<file path="src/rtl/pipe_stage_hs.sv">
// Valid/ready pipeline stage register with optional 2-entry skid buffer,
// synchronous flush and a saturating stall-cycle counter.
module pipe_stage_hs #(
    parameter int WIDTH = 16,
    parameter int SKID  = 1,
    parameter int CNT_W = 16
) (
    input  logic             clk,
    input  logic             reset,
    input  logic             flush,
    input  logic             clr_cnt,
    input  logic             in_valid,
    output logic             in_ready,
    input  logic [WIDTH-1:0] in_data,
    output logic             out_valid,
    input  logic             out_ready,
    output logic [WIDTH-1:0] out_data,
    output logic [1:0]       occupancy,
    output logic [CNT_W-1:0] stall_cnt
);

    typedef enum logic [1:0] {
        ST_EMPTY = 2'd0,
        ST_FULL  = 2'd1,
        ST_SKID  = 2'd2
    } state_t;

    state_t           state_q, state_d;
    logic [WIDTH-1:0] main_q, main_d;
    logic [WIDTH-1:0] skid_q, skid_d;
    logic [CNT_W-1:0] cnt_q, cnt_d;
    logic             in_fire, out_fire;

    assign out_valid = (state_q != ST_EMPTY);
    assign out_data  = main_q;
    assign stall_cnt = cnt_q;
    assign in_fire   = in_valid & in_ready;
    assign out_fire  = out_valid & out_ready;

    // With the skid buffer, in_ready is a pure decode of the state register,
    // so no combinational path exists from out_ready.
    generate
        if (SKID != 0) begin : g_skid_rdy
            assign in_ready = (state_q != ST_SKID);
        end else begin : g_comb_rdy
            assign in_ready = ~out_valid | out_ready;
        end
    endgenerate

    always_comb begin
        occupancy = 2'd0;
        case (state_q)
            ST_FULL: occupancy = 2'd1;
            ST_SKID: occupancy = 2'd2;
            default: occupancy = 2'd0;
        endcase
    end

    always_comb begin
        state_d = state_q;
        main_d  = main_q;
        skid_d  = skid_q;
        case (state_q)
            ST_EMPTY: begin
                if (in_fire) begin
                    state_d = ST_FULL;
                    main_d  = in_data;
                end
            end
            ST_FULL: begin
                if (in_fire && out_fire) begin
                    main_d = in_data;
                end else if (in_fire) begin
                    if (SKID != 0) begin
                        state_d = ST_SKID;
                        skid_d  = in_data;
                    end else begin
                        main_d = in_data;
                    end
                end else if (out_fire) begin
                    state_d = ST_EMPTY;
                end
            end
            ST_SKID: begin
                if (out_fire) begin
                    state_d = ST_FULL;
                    main_d  = skid_q;
                end
            end
            default: state_d = ST_EMPTY;
        endcase
        // Flush squashes everything; payload regs simply keep their old contents.
        if (flush) begin
            state_d = ST_EMPTY;
            main_d  = main_q;
            skid_d  = skid_q;
        end
    end

    always_comb begin
        cnt_d = cnt_q;
        if (clr_cnt) begin
            cnt_d = '0;
        end else if (out_valid && !out_ready && (cnt_q != {CNT_W{1'b1}})) begin
            cnt_d = cnt_q + {{(CNT_W-1){1'b0}}, 1'b1};
        end
    end

    always_ff @(posedge clk or negedge reset) begin
        if (!reset) begin
            state_q <= ST_EMPTY;
            main_q  <= '0;
            skid_q  <= '0;
            cnt_q   <= '0;
        end else begin
            state_q <= state_d;
            main_q  <= main_d;
            skid_q  <= skid_d;
            cnt_q   <= cnt_d;
        end
    end

endmodule

</file>
<file path="config.mk">
export PLATFORM = sky130hd
export DESIGN_NAME = pipe_stage_hs
export DESIGN_NICKNAME = d
export VERILOG_FILES = /design/src/rtl/pipe_stage_hs.sv
export SDC_FILE = /design/constraint.sdc
export NUM_CORES = 1
export LEC_CHECK = 0
export CORE_MARGIN = 4
export CORE_UTILIZATION = 50
export CTS_CLUSTER_DIAMETER = 50
export CTS_CLUSTER_SIZE = 40
export DETAILED_ROUTE_END_ITERATION = 16
export HOLD_SLACK_MARGIN = 0.02
export PLACE_DENSITY = 0.77
export SLEW_MARGIN = 20
export SYNTH_ARGS = -nofsm -noshare
export SYNTH_HDL_FRONTEND = slang
export SYNTH_SLANG_ARGS = --single-unit
</file>
<file path="constraint.sdc">
create_clock -name clk -period 2.3 [get_ports clk]
set_input_delay 0.46 -clock clk [delete_from_list [all_inputs] [get_ports clk]]
set_output_delay 0.46 -clock clk [all_outputs]
set_load 0.01 [all_outputs]
</file>
; ---- After elaboration in Yosys (flattened, before gate mapping)
; Index checks and enable logic that the tools add are counted.
[word_totals]
ff_bits = 50
inputBits = 22
out_inout_bits = 36
word_cells = 45
[op_classes]
addsub = 1
eq_ne = 11
muxes = 14
bitwise_logic = 4
reduce_logical = 11
[ops]
columns = cell, count
row1 = $mux W16, 5
row2 = $pmux W16 S3, 1
row3 = $add A16 B1 Y16 const B, 1
row4 = $ne A16 B16 Y1 const B, 1
row5 = $mux W2, 6
row6 = $ne A3 B3 Y1 const B, 3
row7 = $ne A2 B2 Y1 const B, 4
row8 = $reduce_and A4 Y1, 2
row9 = $pmux W2 S3, 1
row10 = $reduce_and A5 Y1, 1
row11 = $ne A4 B4 Y1 const B, 1
row12 = $pmux W2 S2, 1
row13 = $reduce_bool A2 Y1, 2
row14 = $logic_and A1 B1 Y1, 3
row15 = $reduce_bool A3 Y1, 1
row16 = $and A1 B1 Y1, 2
row17 = $eq A2 B1 Y1 const B, 1
row18 = $eq A2 B2 Y1 const B, 1
row19 = $logic_not A2 Y1, 1
row20 = $not A1 Y1, 2
row21 = $logic_not A1 Y1, 1

; ---- Depth between registers and ports, before layout
; Gate-level depths: netlist (run 1).
[logic_depth]
ltp_word = 7
mapped_depth = 7
mapped_depth_nobuf = 5

; ---- Worst setup path before layout (run 1)
; Ideal clock, no wire load.
[synth_path]
path_kind = flip-flop to flip-flop
start = register state_q[1]
end = register main_q[0], in the netlist out_data[0]
setup_time_ps = 125
arrival_time_ps = 1814
required_ps = 2175
path_slack_ps = 361
stages_incl_launch_ff = 7
path_buffers = 3
period_less_slack_ps = 1939
cell_sequence = dfrtp_1 > buf_2 > nor2b_1 > buf_2 > buf_1 > mux2_2 > mux2_2
[synth_via]
elab_chain_cells = 5
word_cells_on_any_way = 14
classes_between = eq/ne: 6 / mux: 1 / bitwise: 2 / reduce/logical: 5
[synth_rtl]
columns = item, line_no
row1 = "start, declared", 28  ; state_t state_q, state_d;
row2 = "start signal, assigned", 116  ; state_q <= state_d;
row3 = $ne A2 B2 Y1 / $reduce_bool A2 Y1 (equally long branches), "44, 34"
row4 = $and A1 B1 Y1 (on tied branches), "37, 38"
row5 = $logic_and A1 B1 Y1, 71  ; if (in_fire && out_fire) begin
row6 = $ne A2 B2 Y1 (no line), n/a
row7 = $reduce_and A5 Y1 (no line), n/a
row8 = "end signal, assigned", 117  ; main_q <= main_d;
row9 = "end, declared", 29  ; logic [WIDTH-1:0] main_q, main_d;
; Parallel ways exist; a longest one is shown, timed or not.
; A chain may end at the register's enable or synchronous reset.

; ---- Final worst setup path (run 1)
[layout_path]
start = register state_q[0]
end = output port occupancy[0]
[layout_via]
elab_chain_cells = 2
word_cells_on_any_way = 3
classes_between = eq/ne: 2 / mux: 1
[layout_rtl]
columns = item, line_no
row1 = $eq A2 B2 Y1 / $eq A2 B1 Y1 (equally long branches), 52  ; case (state_q)
row2 = $pmux W2 S2 (*), 52
row3 = "end, declared", 18  ; output logic [1:0] occupancy,
; Every way passes the cells marked *; elsewhere a longest branch is shown, timed or not.

==> results of run 1 <==
cell usage after synthesis, types with 2 or more instances:
cell type / number
a21oi_1: 14
and4_1: 2
buf_1: 2
buf_2: 6
clkbuf_1: 4
dfrtp_1: 50
inv_1: 4
mux2_2: 51
nand2_1: 6
nand3_1: 11
nand4_1: 7
nor2_1: 6
nor2b_1: 5
nor3_1: 4
nor3b_1: 2
nor4_1: 4
o21ai_0: 5
o21ba_2: 2
o31ai_1: 6
or3_1: 4
or4_1: 7
power breakdown:
part	internal, W	total, W	switching, W
Sequential	0.00102	0.00109	0.0000735
Clock	0.000248	0.000552	0.000304
Combinational	0.000282	0.000436	0.000154
flip-flops by register name, summed over array words and instances (netlist names):
signal / flops
out_data: 16
state_q: 2
stall_cnt: 16
skid_q: 16
cell type report:
cell class	count	area (µm²)	share of cell area, %
Sequential cell	50	1250	38.2
Multi-Input combinational cell	146	1170	35.6
Timing Repair Buffer	68	661	20.2
Tap cell	67	83.8	2.56
Clock buffer	6	82.6	2.52
Clock inverter	2	17.5	0.534
Inverter	4	15.0	0.458
critical path, cell delays in order, from the launching register on:
cell and delay, ps:
dfrtp_1 500, inv_1 110, nor2_1 180, clkdlybuf4s50_1 570
layer usage:
layer | part of all wire [%] | vias up | global-route usage, %
li1 | - | 921 | -
met5 | 0 | - | 0
met3 | 6.0 | 7 | 3.44
met4 | 1.3 | 0 | 7.17
met2 | 48 | 61 | 29.5
met1 | 45 | 921 | 26.9
layout by cell type, fill, tap and decap left out, types with 4 or more instances in the layout:
| cell type | synthesis | layout |
|---|---|---|
| o31ai_1 | 6 | 6 |
| clkbuf_8 | 0 | 6 |
| inv_1 | 4 | 4 |
| o21ai_0 | 5 | 5 |
| mux2_2 | 51 | 51 |
| nand2_1 | 6 | 6 |
| nor2_1 | 6 | 6 |
| buf_4 | 0 | 10 |
| nand3_1 | 11 | 11 |
| clkdlybuf4s50_1 | 0 | 56 |
| nand4_1 | 7 | 7 |
| or4_1 | 7 | 7 |
| nor4_1 | 4 | 4 |
| or3_1 | 4 | 4 |
| nor3_1 | 4 | 4 |
| nor2b_1 | 5 | 4 |
| a21oi_1 | 14 | 14 |
| dfrtp_1 | 50 | 50 |
logic make-up after synthesis:
| kind of cell | count (synthesis) | share of synthesized area, % |
|---|---|---|
| fa+ha+maj | 1 | 0.503 |
| buf+inv | 17 | 2.92 |
| simple gates | 62 | 14.7 |
| flops | 50 | 50.3 |
| mux | 51 | 23.1 |
| compound gates | 32 | 8.55 |
worst max path at each step:
| stage | cells after the start | slack, ps | to |
|---|---|---|---|
| final | 3 | 170 | occupancy[0] |
| after global routing | 3 | 30 | occupancy[0] |
| after CTS | 2 | 100 | occupancy[1] |
| after detailed placement | 5 | 50 | stall_cnt[13]$_DFFE_PN0P_ |
| after global placement | 5 | 80 | stall_cnt[13]$_DFFE_PN0P_ |
| after floorplan | 6 | 360 | out_data[0]$_DFFE_PN0P_ |
through the flow:
stage	setup WS [ps]	std cells
2_1_floorplan	361	213
3_3_place_gp	76.6	335
3_5_place_dp	46.8	335
4_1_cts	99.0	343
5_1_grt	25.0	343
6_report	172	343
==> run_results.csv, run 1 <==
group,metric,value,unit
critical_path,crit_arrival,1670,ps
floorplanning,initial_core_util,52.0,%
yosys,netlist_top_cells_area,"dfrtp_1, mux2_2, a21oi_1, nand3_1, or4_1",
detailed_routing,routedWlPerCell,15.5,µm
floorplanning,dieArea,0.00617,mm²
global_route,grt_pass1_wl,9320,µm
sta,slew_viol_final,0,
sta,max_slew_margin,72.3,%
sta,setup_viol,0,
run,drv_cap,0,
clocking,htree_levels,2,
layout,layout.nets,298,
critical_path,setup.worst_path.start,"state_q[0]$_DFFE_PN0P_",
detailed_routing,dr.pass1.iters,4,
yosys,synth_edf_count,0,
clocking,cts_tree,"done",
layout,fin_area,0.00328,mm²
yosys,synthesis.nets,236,
yosys,synthDistinctLibCells,32,
yosys,ys_seq_elements,50,
sta,setup_tns,0,ps
detailed_routing,routed_wl,5300,µm
clocking,clock_latency,300,ps
layout,area_delta_synth_final,31.7,%
yosys,seq_area_frac_synth,50.3,%
layout,n_fill_cell,378,
sta,rsz0062_at_grt,"false",
floorplanning,core_area,0.00479,mm²
place,gp_congestion,0.830,
place,place_area,0.00318,mm²
clocking,cts_buffer_depth,2,
sta,final-hold-violation-count,0,
clocking,cts.sink_count,50,
critical_path,r2r_cells,4,
clocking,post_cts_resize_count,0,
critical_path,critPathCaptureType,"primary output",
critical_path,worstSetupStartpointType,"flip-flop",
layout,diodes,0,
power_and_ir_drop,power_density,635,mW/mm²
detailed_routing,drc,0,
floorplanning,floorplan.rows,25,
global_route,grt_pass1_vias,1909,
sta,timing.fmax,0.470,GHz
yosys,ys_warn_count,0,
sta,fin_crit_sh,92.5,%
critical_path,ff2ff_setup_slack,280,ps
layout,utilization,68.5,%
yosys,syn-mean-instance-area,11.7,µm²
sta,min_period,2130,ps
clocking,cts_made_buffers,5,
critical_path,timing.critical_path.required,1840,ps
yosys,ys.flop_type,"dfrtp_1",
critical_path,critPathMaxFanout,7,
floorplanning,io_pins,58,
power_and_ir_drop,irDropWorstVdd,0.000364,V
place,port_buffers,57,
place,hpwl,3760,µm
worst_hold_path,min_path_type,"in -> async",
global_route,grt_antenna_before_repair,0,
critical_path,rr_startpoint,"stall_cnt[2]$_DFFE_PN0P_",
critical_path,path_class,"reg -> out",
yosys,synthesis.area,0.00249,mm²
global_route,grt_overflow,0,
clocking,clock-root-buffer,"clkbuf_8",
sta,worst_pin_slew,413,ps
floorplanning,die_w,78.6,µm
detailed_routing,vias_per_cell,5.57,
yosys,synth_top_area_share,50.3,%
layout,final_layout_size_suffix_gt1_share,27.9,%
floorplanning,die_h,78.6,µm
detailed_routing,postRouteAntennaNets,0,
detailed_routing,drt_iter0_drc,125,
global_route,grtUsageTotal,19.1,%
clocking,postCtsSetupBuffers,0,
power_and_ir_drop,power.total,0.00208,W
run_status,status,"complete, no violations",
global_route,grt_max_degree,26,
clocking,clk_pin_slew_worst_paths,90,ps
detailed_routing,vias,1910,
sta,skew,2.94,ps
power_and_ir_drop,p_leak,1.28,nW
yosys,syn_inst,213,
critical_path,r2r-end,"stall_cnt[13]$_DFFE_PN0P_",
yosys,synth.largest_area_cell,"dfrtp_1",
clocking,cts_hold_buf,0,
yosys,synth_async_sr_flop_share,100,%
sta,whs,38.4,ps
No activity file was read; power rests on OpenSTA's default activity.
==> run 2, diff against run 1 <==
--- a/config.mk
+++ b/config.mk
@@ -5,6 +5,7 @@
 export SDC_FILE = /design/constraint.sdc
 export NUM_CORES = 1
 export LEC_CHECK = 0
+export ABC_AREA = 1
 export CORE_MARGIN = 4
 export CORE_UTILIZATION = 50
 export CTS_CLUSTER_DIAMETER = 50
==> run 2 against run 1 <==
Clock power decreased by 11%. Worst hold slack improved by 210 ps. Final cell count increased by 37%. Flip-flop and latch count unchanged. Global-route usage about the same. Sequential share of layout area increased by 0.10 points. Register-to-register slack improved by 110 ps. Synthesized area increased by 3.1%. Clock skew increased by 2.4 ps. Setup slack improved by 140 ps. First-iteration DRC count increased by 45%. Non-clock buffer count decreased by 7. Largest cell class unchanged.
==> run_results.csv, run 2 <==
group,metric,value,unit
run_status,status,"complete, no violations",
power_and_ir_drop,power_frac_seq,53.1,%
power_and_ir_drop,irDropWorstVdd,0.000478,V
power_and_ir_drop,swShare,29.5,%
critical_path,timing.critical_path.required,1840,ps
global_route,met1_usage,24.7,%
detailed_routing,drc,0,
power_and_ir_drop,p_leak,1.58,nW
clocking,clock_latency,300,ps
power_and_ir_drop,comb_power_share,24.2,%
clocking,postCtsSetupBuffers,0,
floorplanning,io_pins,58,
place,port_buffers,57,
critical_path,path_class,"reg -> out",
critical_path,crit_arrival,1530,ps
critical_path,critPathMaxFanout,4,
yosys,synth_top_family_by_area,"simple AND/OR/NAND/NOR gates",
clocking,cts_tree,"done",
clocking,cts.sink_count,50,
yosys,syn_inst,347,
power_and_ir_drop,power_density,663,mW/mm²
yosys,synthesis.area,0.00257,mm²
yosys,syn-mean-instance-area,7.40,µm²
floorplanning,die_h,79.6,µm
sta,fin_crit_sh,86.5,%
detailed_routing,drt_iter0_drc,181,
global_route,grt_max_degree,51,
layout,final_layout_size_suffix_gt1_share,4.96,%
clocking,cts_buffer_depth,2,
critical_path,worstSetupStartpointType,"flip-flop",
global_route,grt_overflow,0,
detailed_routing,routedWlPerCell,12.1,µm
sta,skew,5.30,ps
floorplanning,floorplan.rows,25,
sta,setup_tns,0,ps
floorplanning,core_area,0.00485,mm²
yosys,synth.largest_area_cell,"dfrtp_1",
yosys,synthDistinctLibCells,26,
clocking,htree_levels,2,
floorplanning,dieArea,0.00634,mm²
yosys,synthMuxAreaShare,0,%
global_route,busiest_layer,"met2",
sta,min_period,1990,ps
place,gp_congestion,0.870,
detailed_routing,vias_per_cell,4.87,
sta,timing.fmax,0.503,GHz
power_and_ir_drop,switching_power,0.000639,W
detailed_routing,dr.pass1.iters,4,
layout,diodes,0,
global_route,grt_pass1_vias,2171,
detailed_routing,vias,2291,
detailed_routing,postRouteAntennaNets,0,
clocking,cts_hold_buf,0,
yosys,synthSimpleGateAreaFrac,28.5,%
sta,setup_viol,0,
critical_path,critPathCaptureType,"primary output",
global_route,grt_pass1_wl,9670,µm
floorplanning,die_w,79.6,µm
clocking,clk_pin_slew_worst_paths,90,ps
yosys,synth-xor-area-share,1.37,%
floorplanning,initial_core_util,52.9,%
layout,n_fill_cell,442,
global_route,grtUsageTotal,19.2,%
layout,final_cell_mix,"nand2_1, clkdlybuf4s50_1, inv_1, dfrtp_1, o21ai_0",
yosys,ys_seq_elements,50,
yosys,synth_edf_count,0,
sta,slew_viol_final,0,
power_and_ir_drop,internal_power,0.00153,W
global_route,met2_usage,32.9,%
sta,max_slew_margin,54.3,%
yosys,netlist_top_cells_area,"dfrtp_1, nand2_1, o21ai_0, inv_1, nor2_1",
layout,utilization,67.4,%
power_and_ir_drop,pwr-share-clk,22.7,%
yosys,synth.most_common_cell,"nand2_1",
layout,multi_input_comb_area,0.00106,mm²
yosys,ys.flop_type,"dfrtp_1",
layout,layout.nets,426,
yosys,synth-adder-area-share,0.488,%
place,hpwl,4110,µm
worst_hold_path,min_path_type,"in -> async",
detailed_routing,routed_wl,5670,µm
clocking,cts_made_buffers,5,
sta,rsz0062_at_grt,"false",
yosys,synth_compound_area_share,10.8,%
clocking,clock-root-buffer,"clkbuf_8",
yosys,yosys-top-cells-count,"nand2_1, inv_1, dfrtp_1, o21ai_0, nor2_1",
global_route,met3_usage,3.27,%
yosys,synthesis.nets,370,
run,drv_cap,0,
yosys,synth_async_sr_flop_share,100,%
global_route,grt_antenna_before_repair,0,
layout,regArea,0.00125,mm²
sta,worst_pin_slew,683,ps
clocking,post_cts_resize_count,0,
layout,final_common_cell,"nand2_1",
yosys,synth_top_area_share,48.8,%
sta,final-hold-violation-count,0,
yosys,seq_area_frac_synth,48.8,%
yosys,ys_warn_count,0,
layout,area_delta_synth_final,27.4,%
[run 2: cell types whose count changed in the layout (fill, tap and decap cells not counted), moves of 12 or more]
cell | before | now
nor2_1 | 6 | 21
a21oi_1 | 14 | 2
inv_1 | 4 | 53
mux2_2 | 51 | 0
nand2_1 | 6 | 117
o21ai_0 | 5 | 48
[run 2: cell type report]
cell class,count,area share (%)
Sequential cell,50,38.3
Multi-Input combinational cell,231,32.3
Timing Repair Buffer,61,18.2
Inverter,54,6.20
Tap cell,67,2.56
Clock buffer,6,2.22
Clock inverter,1,0.230
[run 2: critical path, stage by stage, from the launching register on]
cell and delay (ps):
dfrtp_1 410, inv_1 80, nand2_1 110, inv_2 80, clkdlybuf4s50_1 560
[run 2: stage by stage]
stage / instances / hold slack (ps) / power (W) / worst slack, ps / cell area [µm²]
floorplan: 347 / 164 / 0.00141 / 735 / 2570
detailed placement: 463 / 473 / 0.00170 / 88.5 / 3190
global route: 470 / 307 / 0.00231 / 97.9 / 3270
CTS: 470 / 278 / 0.00220 / 295 / 3270
finish: 470 / 248 / 0.00217 / 311 / 3270
global placement: 463 / 465 / 0.00168 / 225 / 3190
[run 2: power groups by stage]
stage / Clock, W / Combinational (W) / Sequential, W
6_report: 0.000491 / 0.000525 / 0.00115
5_1_grt: 0.000542 / 0.000595 / 0.00117
4_1_cts: 0.000515 / 0.000536 / 0.00115
3_5_place_dp: 0 / 0.000533 / 0.00116
3_3_place_gp: 0 / 0.000518 / 0.00116
2_1_floorplan: 0 / 0.000222 / 0.00118
[run 2: logic make-up (layout without fill, tap and decap cells)]
| logic type | after synthesis | after routing |
|---|---|---|
| DFF | 50 | 50 |
| buffers and inverters | 66 | 122 |
| and+or+nand+nor | 172 | 172 |
| AOI/OAI and AO/OA | 54 | 54 |
| adders and majority gates | 1 | 1 |
| xor gates and xnor gates | 4 | 4 |
[run 2: metal layers]
layer  wire, µm  part of all wire (%)  vias to the layer above
met5          0                     0                        -
met4         63                   1.1                        0
met2       2760                    49                       58
met1       2590                    46                     1036
met3        250                   4.4                        8
li1           -                     -                     1189
[run 2: path summary, 6_finish.rpt]
kind,startpoint,to,slack (ps),depth (start not counted)
worst max register to register,state_q[1]$_DFFE_PN0P_,skid_q[3]$_DFFE_PN0P_,390,5
min in group clk,skid_q[7]$_DFFE_PN0P_,skid_q[7]$_DFFE_PN0P_,490,2
max in group asynchronous,reset,stall_cnt[10]$_DFFE_PN0P_,1620,2
worst min-delay path,reset,stall_cnt[3]$_DFFE_PN0P_,250,2
worst min register to register,skid_q[7]$_DFFE_PN0P_,skid_q[7]$_DFFE_PN0P_,490,2
worst max-delay path,state_q[0]$_DFFE_PN0P_,occupancy[1],310,4
==> run 3, diff against run 2 <==
--- a/config.mk
+++ b/config.mk
@@ -6,13 +6,13 @@
 export NUM_CORES = 1
 export LEC_CHECK = 0
 export ABC_AREA = 1
-export CORE_MARGIN = 4
 export CORE_UTILIZATION = 50
 export CTS_CLUSTER_DIAMETER = 50
 export CTS_CLUSTER_SIZE = 40
 export DETAILED_ROUTE_END_ITERATION = 16
 export HOLD_SLACK_MARGIN = 0.02
 export PLACE_DENSITY = 0.77
+export SKIP_LAST_GASP = 1
 export SLEW_MARGIN = 20
 export SYNTH_ARGS = -nofsm -noshare
 export SYNTH_HDL_FRONTEND = slang
==> run 3 against run 2 <==
Combinational power about the same. Flip-flop and latch count did not move. Setup slack gained 20 ps. Non-clock buffer count rose by 1. Core utilization is 0.83 points higher. Critical path depth unchanged. First-iteration DRC count fell by 40%. Fmax increased by 1.0%. Total power fell by 0.31%. Clock power is 2% lower. Die area decreased by 15%.
==> run_results.csv, run 3 (synthesis gave the netlist of run 2 again) <==
group,metric,value,unit
detailed_routing,postRouteAntennaNets,0,
critical_path,r2r_cells,9,
place,gp_congestion,0.861,
critical_path,path_class,"reg -> out",
clocking,postCtsSetupBuffers,0,
critical_path,worstSetupStartpointType,"flip-flop",
clocking,cts_buffer_depth,2,
run,drv_cap,0,
clocking,cts_tree,"done",
global_route,grtUsageTotal,22.6,%
place,hpwl,4060,µm
layout,final_common_cell,"nand2_1",
critical_path,critPathCaptureType,"primary output",
sta,timing.fmax,0.508,GHz
floorplanning,floorplan.rows,25,
sta,min_period,1970,ps
floorplanning,dieArea,0.00542,mm²
sta,setup_viol,0,
power_and_ir_drop,irDropWorstVdd,0.000383,V
critical_path,r2r-end,"stall_cnt[7]$_DFFE_PN0P_",
worst_hold_path,min_path_type,"in -> async",
floorplanning,io_pins,58,
clocking,clock_latency,300,ps
sta,max_slew_margin,63.6,%
critical_path,ff2ff_setup_slack,530,ps
layout,area_delta_synth_final,28.1,%
sta,skew,8.94,ps
floorplanning,core_area,0.00482,mm²
clocking,cts.sink_count,50,
sta,rsz0062_at_grt,"false",
detailed_routing,routed_wl,5530,µm
global_route,grt_pass1_vias,2230,
power_and_ir_drop,p_leak,1.59,nW
detailed_routing,drt_iter0_drc,108,
layout,diodes,0,
sta,fin_crit_sh,85.6,%
power_and_ir_drop,power.total,0.00216,W
layout,final_layout_size_suffix_gt1_share,5.45,%
sta,worst_pin_slew,546,ps
sta,setup_tns,0,ps
global_route,grt_antenna_before_repair,0,
clocking,clock-root-buffer,"clkbuf_8",
detailed_routing,dr.pass1.iters,5,
clocking,post_cts_resize_count,0,
detailed_routing,vias,2318,
run_status,status,"complete, no violations",
critical_path,crit_arrival,1510,ps
critical_path,critPathMaxFanout,4,
floorplanning,die_w,73.6,µm
power_and_ir_drop,power_density,657,mW/mm²
clocking,cts_hold_buf,0,
clocking,htree_levels,2,
global_route,grt_overflow,0,
floorplanning,initial_core_util,53.3,%
sta,slew_viol_final,0,
global_route,grt_pass1_wl,9330,µm
sta,final-hold-violation-count,0,
critical_path,timing.critical_path.required,1840,ps
detailed_routing,vias_per_cell,4.92,
critical_path,rr_startpoint,"stall_cnt[0]$_DFFE_PN0P_",
layout,layout.nets,427,
global_route,grt_max_degree,35,
floorplanning,die_h,73.6,µm
clocking,cts_made_buffers,5,
layout,final_cell_mix,"nand2_1, clkdlybuf4s50_1, inv_1, dfrtp_1, o21ai_0",
detailed_routing,drc,0,
clocking,clk_pin_slew_worst_paths,90,ps
detailed_routing,routedWlPerCell,11.7,µm
place,port_buffers,57,
-- run 3: changes by cell type in the layout (fill, tap and decap cells not counted), sizes merged --
cell	previous run	this run
clkinv	0	2
buf	5	6
clkbuf	6	5
clkinvlp	1	0
-- run 3: per-stage QoR --
| stage | std cells | util [%] | setup WS, ps | cell area (µm²) | hold slack (ps) |
|---|---|---|---|---|---|
| 2_1_floorplan | 347 | - | 735 | 2570 | 164 |
| 3_3_place_gp | 464 | 66.6 | 389 | 3210 | 467 |
| 3_5_place_dp | 464 | 66.6 | 344 | 3210 | 473 |
| 4_1_cts | 471 | 68.3 | 315 | 3290 | 158 |
| 5_1_grt | 471 | 68.3 | 260 | 3290 | 166 |
| 6_report | 471 | 68.3 | 332 | 3290 | 135 |
-- run 3: cell type report --
type / instances / area (µm²)
clock buffer: 5 / 68.8
clock inverter: 2 / 10.0
fill: 427 / 1530
inverter: 54 / 203
multi-input combinational: 231 / 1060
sequential: 50 / 1250
tap: 67 / 83.8
timing repair buffer: 62 / 616
-- run 3: worst max-delay path, cell delays in order (launching register included) --
cell	delay [ps]
dfrtp_1	410
inv_1	80
nand2_1	100
inv_2	70
clkdlybuf4s50_1	560
-- run 3: worst max-delay path by stage --
stage / start / end / slack (ps) / depth (start not counted)
CTS: state_q[0]$_DFFE_PN0P_ / occupancy[1] / 310 / 4
global route: state_q[1]$_DFFE_PN0P_ / out_valid / 260 / 3
finish: state_q[0]$_DFFE_PN0P_ / occupancy[1] / 330 / 4
global placement: out_ready / stall_cnt[11]$_DFFE_PN0P_ / 390 / 7
floorplan: stall_cnt[0]$_DFFE_PN0P_ / stall_cnt[2]$_DFFE_PN0P_ / 740 / 9
detailed placement: in_valid / out_data[7]$_DFFE_PN0P_ / 340 / 7
-- run 3: power by group --
| group | switching [W] | total (W) | internal, W |
|---|---|---|---|
| Combinational | 0.000257 | 0.000528 | 0.000272 |
| Sequential | 0.000102 | 0.00115 | 0.00105 |
| Clock | 0.000274 | 0.000479 | 0.000205 |
| Total | 0.000633 | 0.00216 | 0.00153 |
-- run 3: routing by layer --
metal  wire length (µm)  track usage (%)  vias to the layer above  part of all wire, %
li1                   -                -                     1194                    -
met1               2400             25.6                     1052                   43
met2               2800             40.7                       64                   51
met3                240             6.17                        8                  4.3
met4                 81             7.69                        0                  1.5
met5                  0                0                        -                    0
